==> config.mk <==
export PLATFORM = sky130hd
export DESIGN_NAME = module_teclado_scan_flat
export DESIGN_NICKNAME = d
export VERILOG_FILES = /design/src/rtl/teclado_pkg.sv /design/src/rtl/module_teclado_scan_if.sv /design/src/rtl/module_sync_2ff.sv /design/src/rtl/module_teclado_scan.sv /design/src/flat_wrapper.sv
export SDC_FILE = /design/constraint.sdc
export NUM_CORES = 1
export LEC_CHECK = 0
export ABC_AREA = 1
export BUFFER_PORTS_ARGS = -buffer_cell sky130_fd_sc_hd__buf_2
export CAP_MARGIN = 20
export CORE_UTILIZATION = 36
export DETAILED_ROUTE_END_ITERATION = 6
export GPL_TIMING_DRIVEN = 0
export PLACE_DENSITY_LB_ADDON = 0.15
export RECOVER_POWER = 25
export SYNTH_ARGS = -nofsm -noshare
export SYNTH_HDL_FRONTEND = slang
export SYNTH_SLANG_ARGS = --single-unit
==> constraint.sdc <==
create_clock -name clk -period 4 [get_ports clk]
set_input_delay 0.6 -clock clk [delete_from_list [all_inputs] [get_ports clk]]
set_output_delay 0.6 -clock clk [all_outputs]
set_load 0.02 [all_outputs]
==> src/rtl/teclado_pkg.sv <==
// Shared types and constants for the keypad scanner.
// Used by module_teclado_scan and its optional row synchronizer.
package teclado_pkg;

   typedef enum logic [1:0] {
      SCAN,
      DEBOUNCE,
      PRESS,
      WAIT_RELEASE
   } teclado_state_t;

   localparam int         NUM_COLS   = 4;
   localparam int         NUM_ROWS   = 4;
   localparam logic [3:0] FILAS_IDLE = 4'b1111;
   localparam logic [3:0] COL_RESET  = 4'b1110;

   // A press is only meaningful when exactly one row conducts.
   function automatic logic single_row_low(input logic [3:0] filas);
      case (filas)
         4'b1110, 4'b1101, 4'b1011, 4'b0111: single_row_low = 1'b1;
         default:                            single_row_low = 1'b0;
      endcase
   endfunction

   function automatic logic [1:0] row_index(input logic [3:0] filas);
      case (filas)
         4'b1101: row_index = 2'd1;
         4'b1011: row_index = 2'd2;
         4'b0111: row_index = 2'd3;
         default: row_index = 2'd0;
      endcase
   endfunction

endpackage

==> src/rtl/module_teclado_scan_if.sv <==
// Keypad-side and data-side signals of the scanner.
// master = scanner, slave = keypad/consumer side.
interface module_teclado_scan_if;
   logic [3:0] filas_i;
   logic [3:0] columnas_o;
   logic [1:0] dato_codc_o;
   logic [1:0] dato_codf_o;
   logic       dato_listo_o;

   modport master (
      input  filas_i,
      output columnas_o, dato_codc_o, dato_codf_o, dato_listo_o
   );

   modport slave (
      output filas_i,
      input  columnas_o, dato_codc_o, dato_codf_o, dato_listo_o
   );
endinterface

==> src/rtl/module_sync_2ff.sv <==
// Two-flop synchronizer for asynchronous keypad rows.
// Instantiated by module_teclado_scan only when TECLADO_SYNC_EN is defined.
module module_sync_2ff #(
   parameter int               WIDTH   = 4,
   parameter logic [WIDTH-1:0] RST_VAL = '1
) (
   input  logic             clk,
   input  logic             rst,
   input  logic [WIDTH-1:0] d_i,
   output logic [WIDTH-1:0] q_o
);

   logic [WIDTH-1:0] meta_q;
   logic [WIDTH-1:0] sync_q;

   always_ff @(posedge clk) begin
      if (!rst) begin
         meta_q <= RST_VAL;
         sync_q <= RST_VAL;
      end else begin
         meta_q <= d_i;
         sync_q <= meta_q;
      end
   end

   assign q_o = sync_q;

endmodule

==> src/rtl/module_teclado_scan.sv <==
// 4x4 matrix keypad scanner with press/release debounce and one-cycle data pulse.
// Optional macro TECLADO_SYNC_EN adds a 2-flop synchronizer on the rows.
module module_teclado_scan
   import teclado_pkg::*;
#(
   parameter int SCAN_CYCLES     = 1000,
   parameter int DEBOUNCE_CYCLES = 100000
) (
   input  logic                 clk,
   input  logic                 rst,
   module_teclado_scan_if.master kp
);

   localparam int CNT_MAX = (SCAN_CYCLES > DEBOUNCE_CYCLES) ? SCAN_CYCLES : DEBOUNCE_CYCLES;
   localparam int CNT_W   = $clog2(CNT_MAX + 1);
   localparam logic [CNT_W-1:0] SCAN_LAST = CNT_W'(SCAN_CYCLES - 1);
   localparam logic [CNT_W-1:0] DEB_LAST  = CNT_W'(DEBOUNCE_CYCLES - 1);
   localparam logic [CNT_W-1:0] CNT_SAT   = CNT_W'(CNT_MAX);

   logic [3:0] filas_s;

`ifdef TECLADO_SYNC_EN
   module_sync_2ff #(
      .WIDTH   (NUM_ROWS),
      .RST_VAL (FILAS_IDLE)
   ) u_sync (
      .clk (clk),
      .rst (rst),
      .d_i (kp.filas_i),
      .q_o (filas_s)
   );
`else
   assign filas_s = kp.filas_i;
`endif

   teclado_state_t   state_q, state_d;
   logic [CNT_W-1:0] cnt_q, cnt_d, cnt_inc;
   logic [1:0]       col_q, col_d;
   logic [1:0]       row_q, row_d;
   logic [3:0]       columnas_q, columnas_d;
   logic [1:0]       codc_q, codc_d;
   logic [1:0]       codf_q, codf_d;
   logic             listo_q, listo_d;
   logic [3:0]       latched_pat;

   assign cnt_inc     = (cnt_q == CNT_SAT) ? cnt_q : cnt_q + CNT_W'(1);
   assign latched_pat = ~(4'b0001 << row_q);

   always_comb begin
      state_d = state_q;
      cnt_d   = cnt_q;
      col_d   = col_q;
      row_d   = row_q;
      codc_d  = codc_q;
      codf_d  = codf_q;
      listo_d = 1'b0;

      case (state_q)
         SCAN: begin
            if (cnt_q >= SCAN_LAST) begin
               cnt_d = '0;
               if (single_row_low(filas_s)) begin
                  row_d   = row_index(filas_s);
                  state_d = DEBOUNCE;
               end else begin
                  col_d = col_q + 2'd1;
               end
            end else begin
               cnt_d = cnt_inc;
            end
         end
         DEBOUNCE: begin
            if (filas_s != latched_pat) begin
               state_d = SCAN;
               cnt_d   = '0;
            end else if (cnt_q >= DEB_LAST) begin
               // Codes and pulse are registered on entry so they are valid during PRESS.
               state_d = PRESS;
               cnt_d   = '0;
               codc_d  = col_q;
               codf_d  = row_q;
               listo_d = 1'b1;
            end else begin
               cnt_d = cnt_inc;
            end
         end
         PRESS: begin
            state_d = WAIT_RELEASE;
            cnt_d   = '0;
         end
         WAIT_RELEASE: begin
            if (filas_s != FILAS_IDLE) begin
               cnt_d = '0;
            end else if (cnt_q >= DEB_LAST) begin
               state_d = SCAN;
               cnt_d   = '0;
               col_d   = col_q + 2'd1;
            end else begin
               cnt_d = cnt_inc;
            end
         end
         default: begin
            state_d = SCAN;
            cnt_d   = '0;
         end
      endcase

      columnas_d = ~(4'b0001 << col_d);
   end

   always_ff @(posedge clk) begin
      if (!rst) begin
         state_q    <= SCAN;
         cnt_q      <= '0;
         col_q      <= 2'd0;
         row_q      <= 2'd0;
         columnas_q <= COL_RESET;
         codc_q     <= 2'd0;
         codf_q     <= 2'd0;
         listo_q    <= 1'b0;
      end else begin
         state_q    <= state_d;
         cnt_q      <= cnt_d;
         col_q      <= col_d;
         row_q      <= row_d;
         columnas_q <= columnas_d;
         codc_q     <= codc_d;
         codf_q     <= codf_d;
         listo_q    <= listo_d;
      end
   end

   assign kp.columnas_o   = columnas_q;
   assign kp.dato_codc_o  = codc_q;
   assign kp.dato_codf_o  = codf_q;
   assign kp.dato_listo_o = listo_q;

endmodule

==> src/flat_wrapper.sv <==
// flat-port wrapper written by rule: the top's interface ports become plain ports
module module_teclado_scan_flat import teclado_pkg::*;
#(
   parameter int SCAN_CYCLES     = 1000,
   parameter int DEBOUNCE_CYCLES = 100000
)
  (clk, rst, kp_filas_i, kp_columnas_o, kp_dato_codc_o, kp_dato_codf_o, kp_dato_listo_o);
  module_teclado_scan_if kp_i ();
  input  logic clk;
  input  logic rst;
  input wire logic [$bits(kp_i.filas_i)-1:0] kp_filas_i;
  output wire logic [$bits(kp_i.columnas_o)-1:0] kp_columnas_o;
  output wire logic [$bits(kp_i.dato_codc_o)-1:0] kp_dato_codc_o;
  output wire logic [$bits(kp_i.dato_codf_o)-1:0] kp_dato_codf_o;
  output wire logic [$bits(kp_i.dato_listo_o)-1:0] kp_dato_listo_o;
  assign kp_i.filas_i = kp_filas_i;
  assign kp_columnas_o = kp_i.columnas_o;
  assign kp_dato_codc_o = kp_i.dato_codc_o;
  assign kp_dato_codf_o = kp_i.dato_codf_o;
  assign kp_dato_listo_o = kp_i.dato_listo_o;
  module_teclado_scan #(.SCAN_CYCLES(SCAN_CYCLES), .DEBOUNCE_CYCLES(DEBOUNCE_CYCLES)) u_core (.clk(clk), .rst(rst), .kp(kp_i));
endmodule
* Word level (Yosys, flattened, before mapping) *
Index checks and enable logic that the tools add are counted.

storage, ports and cells
  register bits after elaboration = 32
  input port bits = 6
  output and inout port bits = 9
  logic and storage cells = 63

cells by class
  add/subtract/negate cells = 2
  order comparisons = 2
  equal/unequal tests = 15
  shift operators = 2
  multiplexer cells = 23
  bitwise operators = 5
  reduce and logical (&&, ||, !) cells = 6

operators by type and width
  cell                                                                  count
  2-to-1 mux 17 bit                                                     5
  one-hot mux 17 bit (4 select lines)                                   1
  2-to-1 mux 2 bit                                                      10
  adder 17 x 1 -> 17 bit (second input constant)                        1
  == test 17 bit (second input constant)                                1
  greater-or-equal comparator 17 x 10 -> 1 bit (second input constant)  1
  greater-or-equal comparator 17 bit (second input constant)            1
  == test 4 bit (second input constant)                                 3
  NOT 4 bit                                                             2
  one-hot mux 2 bit (4 select lines)                                    1
  << shifter 1 x 2 -> 4 bit (first input constant)                      2
  inequality test 2 x 1 -> 1 bit (second input constant)                3
  one-hot mux 2 bit (3 select lines)                                    1
  AND reduction 3 bit                                                   2
  AND reduction 5 bit                                                   1
  == test 2 bit (second input constant)                                 2
  == test 4 x 3 -> 1 bit (second input constant)                        1
  2-to-1 mux 1 bit                                                      4
  inequality test 4 bit                                                 1
  inequality test 4 bit (second input constant)                         1
  one-hot mux 2 bit (2 select lines)                                    1
  OR reduction 4 bit                                                    1
  inequality test 3 x 1 -> 1 bit (second input constant)                1
  NOT 1 bit                                                             3
  other kinds (5)                                                       5

* Longest topological paths before layout *
  depth in word-level cells = 10
  mapped depth = 13
  depth with buffers taken out = 13

* Least setup slack after synthesis *
OpenSTA, ideal clock, no wires.

  kind = input to register
  from = in kp_filas_i[1]
  to = reg u_core.columnas_q[1] (netlist: u_core.kp.columnas_o[1])
  library setup time = 0.124 ns
  arrival = 1.577 ns
  data required time = 3.876 ns
  path slack = 2.299 ns
  stages on the path = 12
  path buffers = 0
  cell sequence = nand2_1 > inv_1 > nand3_1 > nand2_1 > nor2_1 > nand2_1 > nand2_1 > nand2_1 > nor2_1 > nor2_1 > nor2_1 > nand3_1

on the way
  longest elaborated chain between the ends = 10
  elaborated cells on any way between the ends = 15
  those cells by class = eq/ne (5); shift (1); mux (7); bitwise (1); reduce/logical (1)

RTL lines
  element                                                  RTL line                    RTL
  from (decl)                                              flat_wrapper.sv:11          input wire logic [$bits(kp_i.filas_i)-1:0] kp_filas_i;
  == test 4 bit or == test 4 x 3 -> 1 bit (tied branches)  teclado_pkg.sv:19           case (filas)
  OR reduction 4 bit                                       teclado_pkg.sv:19
  2-to-1 mux 1 bit                                         teclado_pkg.sv:19
  2-to-1 mux 1 bit                                         module_teclado_scan.sv:60   if (cnt_q >= SCAN_LAST) begin
  2-to-1 mux 1 bit                                         module_teclado_scan.sv:58   case (state_q)
  2-to-1 mux 2 bit                                         module_teclado_scan.sv:62   if (single_row_low(filas_s)) begin
  2-to-1 mux 2 bit                                         module_teclado_scan.sv:60
  one-hot mux 2 bit (2 select lines) *                     module_teclado_scan.sv:58
  << shifter 1 x 2 -> 4 bit *                              module_teclado_scan.sv:108  columnas_d = ~(4'b0001 << col_d);
  NOT 4 bit *                                              module_teclado_scan.sv:108
  to (signal assigned)                                     module_teclado_scan.sv:126  columnas_q <= columnas_d;
  to (decl)                                                module_teclado_scan.sv:40   logic [3:0] columnas_q, columnas_d;

Mark *: on every way between the ends. The rest lies on a longest branch, timed or not. The select of a mux whose other input is x is not followed.
A chain may end at the register's enable or synchronous reset.

* Worst setup path after layout *
  from = reg u_core.cnt_q[1]
  to = reg u_core.state_q[0]

on the way
  longest elaborated chain between the ends = 3
  elaborated cells on any way between the ends = 6
  those cells by class = order compare (2); eq/ne (3); reduce/logical (1)

RTL lines
  element                                                                                             RTL line                                                                         RTL
  from (decl)                                                                                         module_teclado_scan.sv:37                                                        logic [CNT_W-1:0] cnt_q, cnt_d, cnt_inc;
  from (signal assigned)                                                                              module_teclado_scan.sv:123                                                       cnt_q <= cnt_d;
  greater-or-equal comparator 17 bit or greater-or-equal comparator 17 x 10 -> 1 bit (tied branches)  module_teclado_scan.sv:76, module_teclado_scan.sv:94, module_teclado_scan.sv:60
  inequality test 3 x 1 -> 1 bit (no line) or inequality test 2 x 1 -> 1 bit (tied branches)          -
  AND reduction 5 bit (no line) *                                                                     -
  to (signal assigned)                                                                                module_teclado_scan.sv:122                                                       state_q <= state_d;
  to (decl)                                                                                           module_teclado_scan.sv:36                                                        teclado_state_t state_q, state_d;

Mark *: on every way between the ends. The rest lies on a longest branch, timed or not.

==> flow_summary.json <==
{
  "drc": 0,
  "row_count": 25,
  "utilization_pct": 42.8,
  "routed_via_density": 4.53,
  "combPwrFrac_pct": 26.4,
  "final_cells": 362,
  "arrival_ps": 2010,
  "setup_violations": 0,
  "root_buffer": "clkbuf_8",
  "holdPathStages": 2,
  "critPathRequiredTime_ps": 4160,
  "finalSetupTns_ps": 0,
  "area_growth_pct": 11.6,
  "gp_congestion": 0.792,
  "layout-drive-gt1-share_pct": 9.83,
  "synth.cell_area_um2": 1860,
  "post_cts_resize_count": 0,
  "clkPwrFrac_pct": 27.9,
  "swShare_pct": 32.8,
  "grt-ovfl-total": 0,
  "status": "finished clean",
  "drtAntennaViolNets": 0,
  "synth_edf_count": 0,
  "start_util_pct": 38.3,
  "max-slew-margin-rel_pct": 77.9,
  "fmax_mhz": 540,
  "cts.clk_slew.worst_paths_ps": 60,
  "nFillCells": 522,
  "cp_max_fo": 6,
  "clock_path_buffers": 2,
  "met3_usage_pct": 3.70,
  "grt_pass1_vias": 1428,
  "r2r_start": "u_core.cnt_q[1]$_SDFF_PN0_",
  "cts_tree": "yes",
  "r2r_cells": 12,
  "async_flop_share_pct": 0,
  "drt_iter0_drc": 59,
  "dp_cells": 355,
  "cts_buffers": 5,
  "min_period_ps": 1850,
  "grt_max_degree": 11,
  "synth.distinct_cells": 29,
  "hold_viol_final": 0,
  "place_hpwl_um": 2890,
  "worst_setup_path_end_kind": "flip-flop",
  "drt-pass1-iter-count": 4,
  "pin_count": 15,
  "grt_pass1_wl_um": 6400,
  "met2_usage_pct": 21.6,
  "hold_buffers": 0,
  "grtUsageMet1_pct": 22.6,
  "hp-class": "flip-flop to flip-flop",
  "design_area_um2": 2070,
  "cts-htree-levels": 2,
  "p_leak_nw": 0.929,
  "rsz0062_at_grt": "no",
  "intPower_uw": 539,
  "vias": 1640,
  "die_w_um": 73.8,
  "cap_violations": 0,
  "insertion_delay_ps": 270,
  "routed_wl_um": 3800,
  "wl_per_cell_um": 10.5,
  "final_nets": 307,
  "numPortBuffers": 14,
  "synthFlopType": "dfxtp_1",
  "synth-seq-cells": 32,
  "synth_top_area_share_pct": 34.5,
  "ir_worst_vdd_mv": 0.254,
  "cts_num_sinks": 32,
  "holdPathEnd": "u_core.kp.dato_codf_o[1]$_SDFFE_PN0P_",
  "period_share_pct": 46.3,
  "p_sw_uw": 263,
  "track_usage_pct": 15.3,
  "dieArea_um2": 5450,
  "holdCritStartpoint": "u_core.row_q[1]$_SDFFE_PN0P_",
  "core_area_um2": 4850,
  "antennaDiodeCount": 0,
  "synth_area_per_cell_um2": 6.78,
  "critPathKind": "flip-flop to flip-flop",
  "yosys.cell_count.top_type": "nand2_1",
  "synthesis.nets": 286,
  "finClkSkew_ps": 5.32,
  "post_cts_buffers": 0,
  "synth.largest_area_cell": "dfxtp_1",
  "synth_warnings": 0,
  "antenna_found_initial": 0,
  "synth_cells": 274,
  "startpoint_type": "flip-flop",
  "synth_common_cells": "nand2_1, nor2_1, inv_1",
  "synth_area_leaders": "dfxtp_1, nand2_1, nor2_1",
  "seq_power_share_pct": 45.7,
  "tightest_slew_ps": 332,
  "die_h_um": 73.8,
  "dpl-instance-area_um2": 2010,
  "reg2reg_to": "u_core.state_q[0]$_SDFFE_PN0P_",
  "grt-busiest-layer": "met1",
  "drv_slew": 0,
  "cellPowerDensity_nw_per_um2": 387,
  "ff2ff_setup_slack_ps": 2150,
  "critPathLaunch": "u_core.cnt_q[1]$_SDFF_PN0_",
  "synth_seq_area_share_pct": 34.5
}
[cells in the final DEF, fill, tap and decap left out, drive strengths merged]
master and n:
a21oi 7, a31oi 2, buf 8, clkbuf 16, clkinv 1, dfxtp 32, ha 6, inv 40
mux2i 1, nand2 60, nand3 30, nand3b 1, nand4 7, nor2 49, nor3 10, nor4 1
o211ai 1, o21ai 9, or2 1, xnor2 2, xor2 11
[worst max path at each step]
| stage | cells past startpoint | end | slack (ps) |
|---|---|---|---|
| 2_1_floorplan | 12 | u_core.kp.columnas_o[1]$_SDFF_PN1_ | 2300 |
| 3_3_place_gp | 11 | u_core.cnt_q[14]$_SDFF_PN0_ | 1940 |
| 3_5_place_dp | 11 | u_core.cnt_q[10]$_SDFF_PN0_ | 1940 |
| 4_1_cts | 11 | u_core.cnt_q[10]$_SDFF_PN0_ | 2210 |
| 5_1_grt | 13 | u_core.kp.columnas_o[0]$_SDFF_PN0_ | 1940 |
| 6_report | 12 | u_core.state_q[0]$_SDFFE_PN0P_ | 2150 |
[power by group through the flow]
stage	Clock, mW	Sequential [mW]	Combinational, mW
5_1_grt	0.254	0.371	0.251
4_1_cts	0.235	0.366	0.216
3_5_place_dp	0	0.372	0.215
2_1_floorplan	0	0.379	0.158
6_report	0.224	0.366	0.212
3_3_place_gp	0	0.373	0.212
[final cells by class]
class	instances	area (um^2)	share of cell area [%]
multi-input combinational	198	1030	49.9
sequential	32	641	30.9
inverter	40	150	7.24
tap	67	83.8	4.04
clock buffer	6	72.6	3.50
timing repair buffer	14	58.8	2.84
buffer	4	27.5	1.33
clock inverter	1	5.00	0.241
[state kept, by name, indices dropped and copies added, names as in the netlist, named ones only]
signal and count:
u_core.kp.dato_listo_o 1, u_core.kp.columnas_o 4, u_core.state_q 1, u_core.kp.dato_codf_o 2, u_core.row_q 2, u_core.col_q 2
u_core.cnt_q 17, u_core.kp.dato_codc_o 2
[metal layers]
| layer | wire (um) | share of wire, % |
|---|---|---|
| met5 | 0 | 0 |
| met4 | 27 | 0.71 |
| met3 | 104 | 2.7 |
| met2 | 1550 | 41 |
| met1 | 2110 | 56 |
[per-stage QoR]
step                      setup slack, ps  hold WS, ps  power (mW)
after floorplan                      2300          454       0.537
after global routing                 1940          529       0.876
final                                2150          499       0.802
after detailed placement             1940          493       0.587
after global placement               1940          491       0.585
after CTS                            2210          500       0.817
[critical path: stages (launching register included)]
cell and delay [ps]:
dfxtp_1 390, ha_1 230, nand2_1 70, inv_1 50
nand2_1 50, nor2_1 80, nand2_1 90, nand3_1 250
nand2_2 120, nand2_1 100, nand3_1 100, nor3_1 140
nor2_1 60
[cell families after synthesis]
family / after synthesis / share of synthesized area (%)
xor+xnor: 13 / 6.13
mux: 1 / 0.539
flops: 32 / 34.5
buf+inv: 44 / 9.56
simple gates: 159 / 39.4
compound gates: 19 / 5.86
fa+ha+maj: 6 / 4.04
Note: power is estimated with default switching activity, not from simulation.
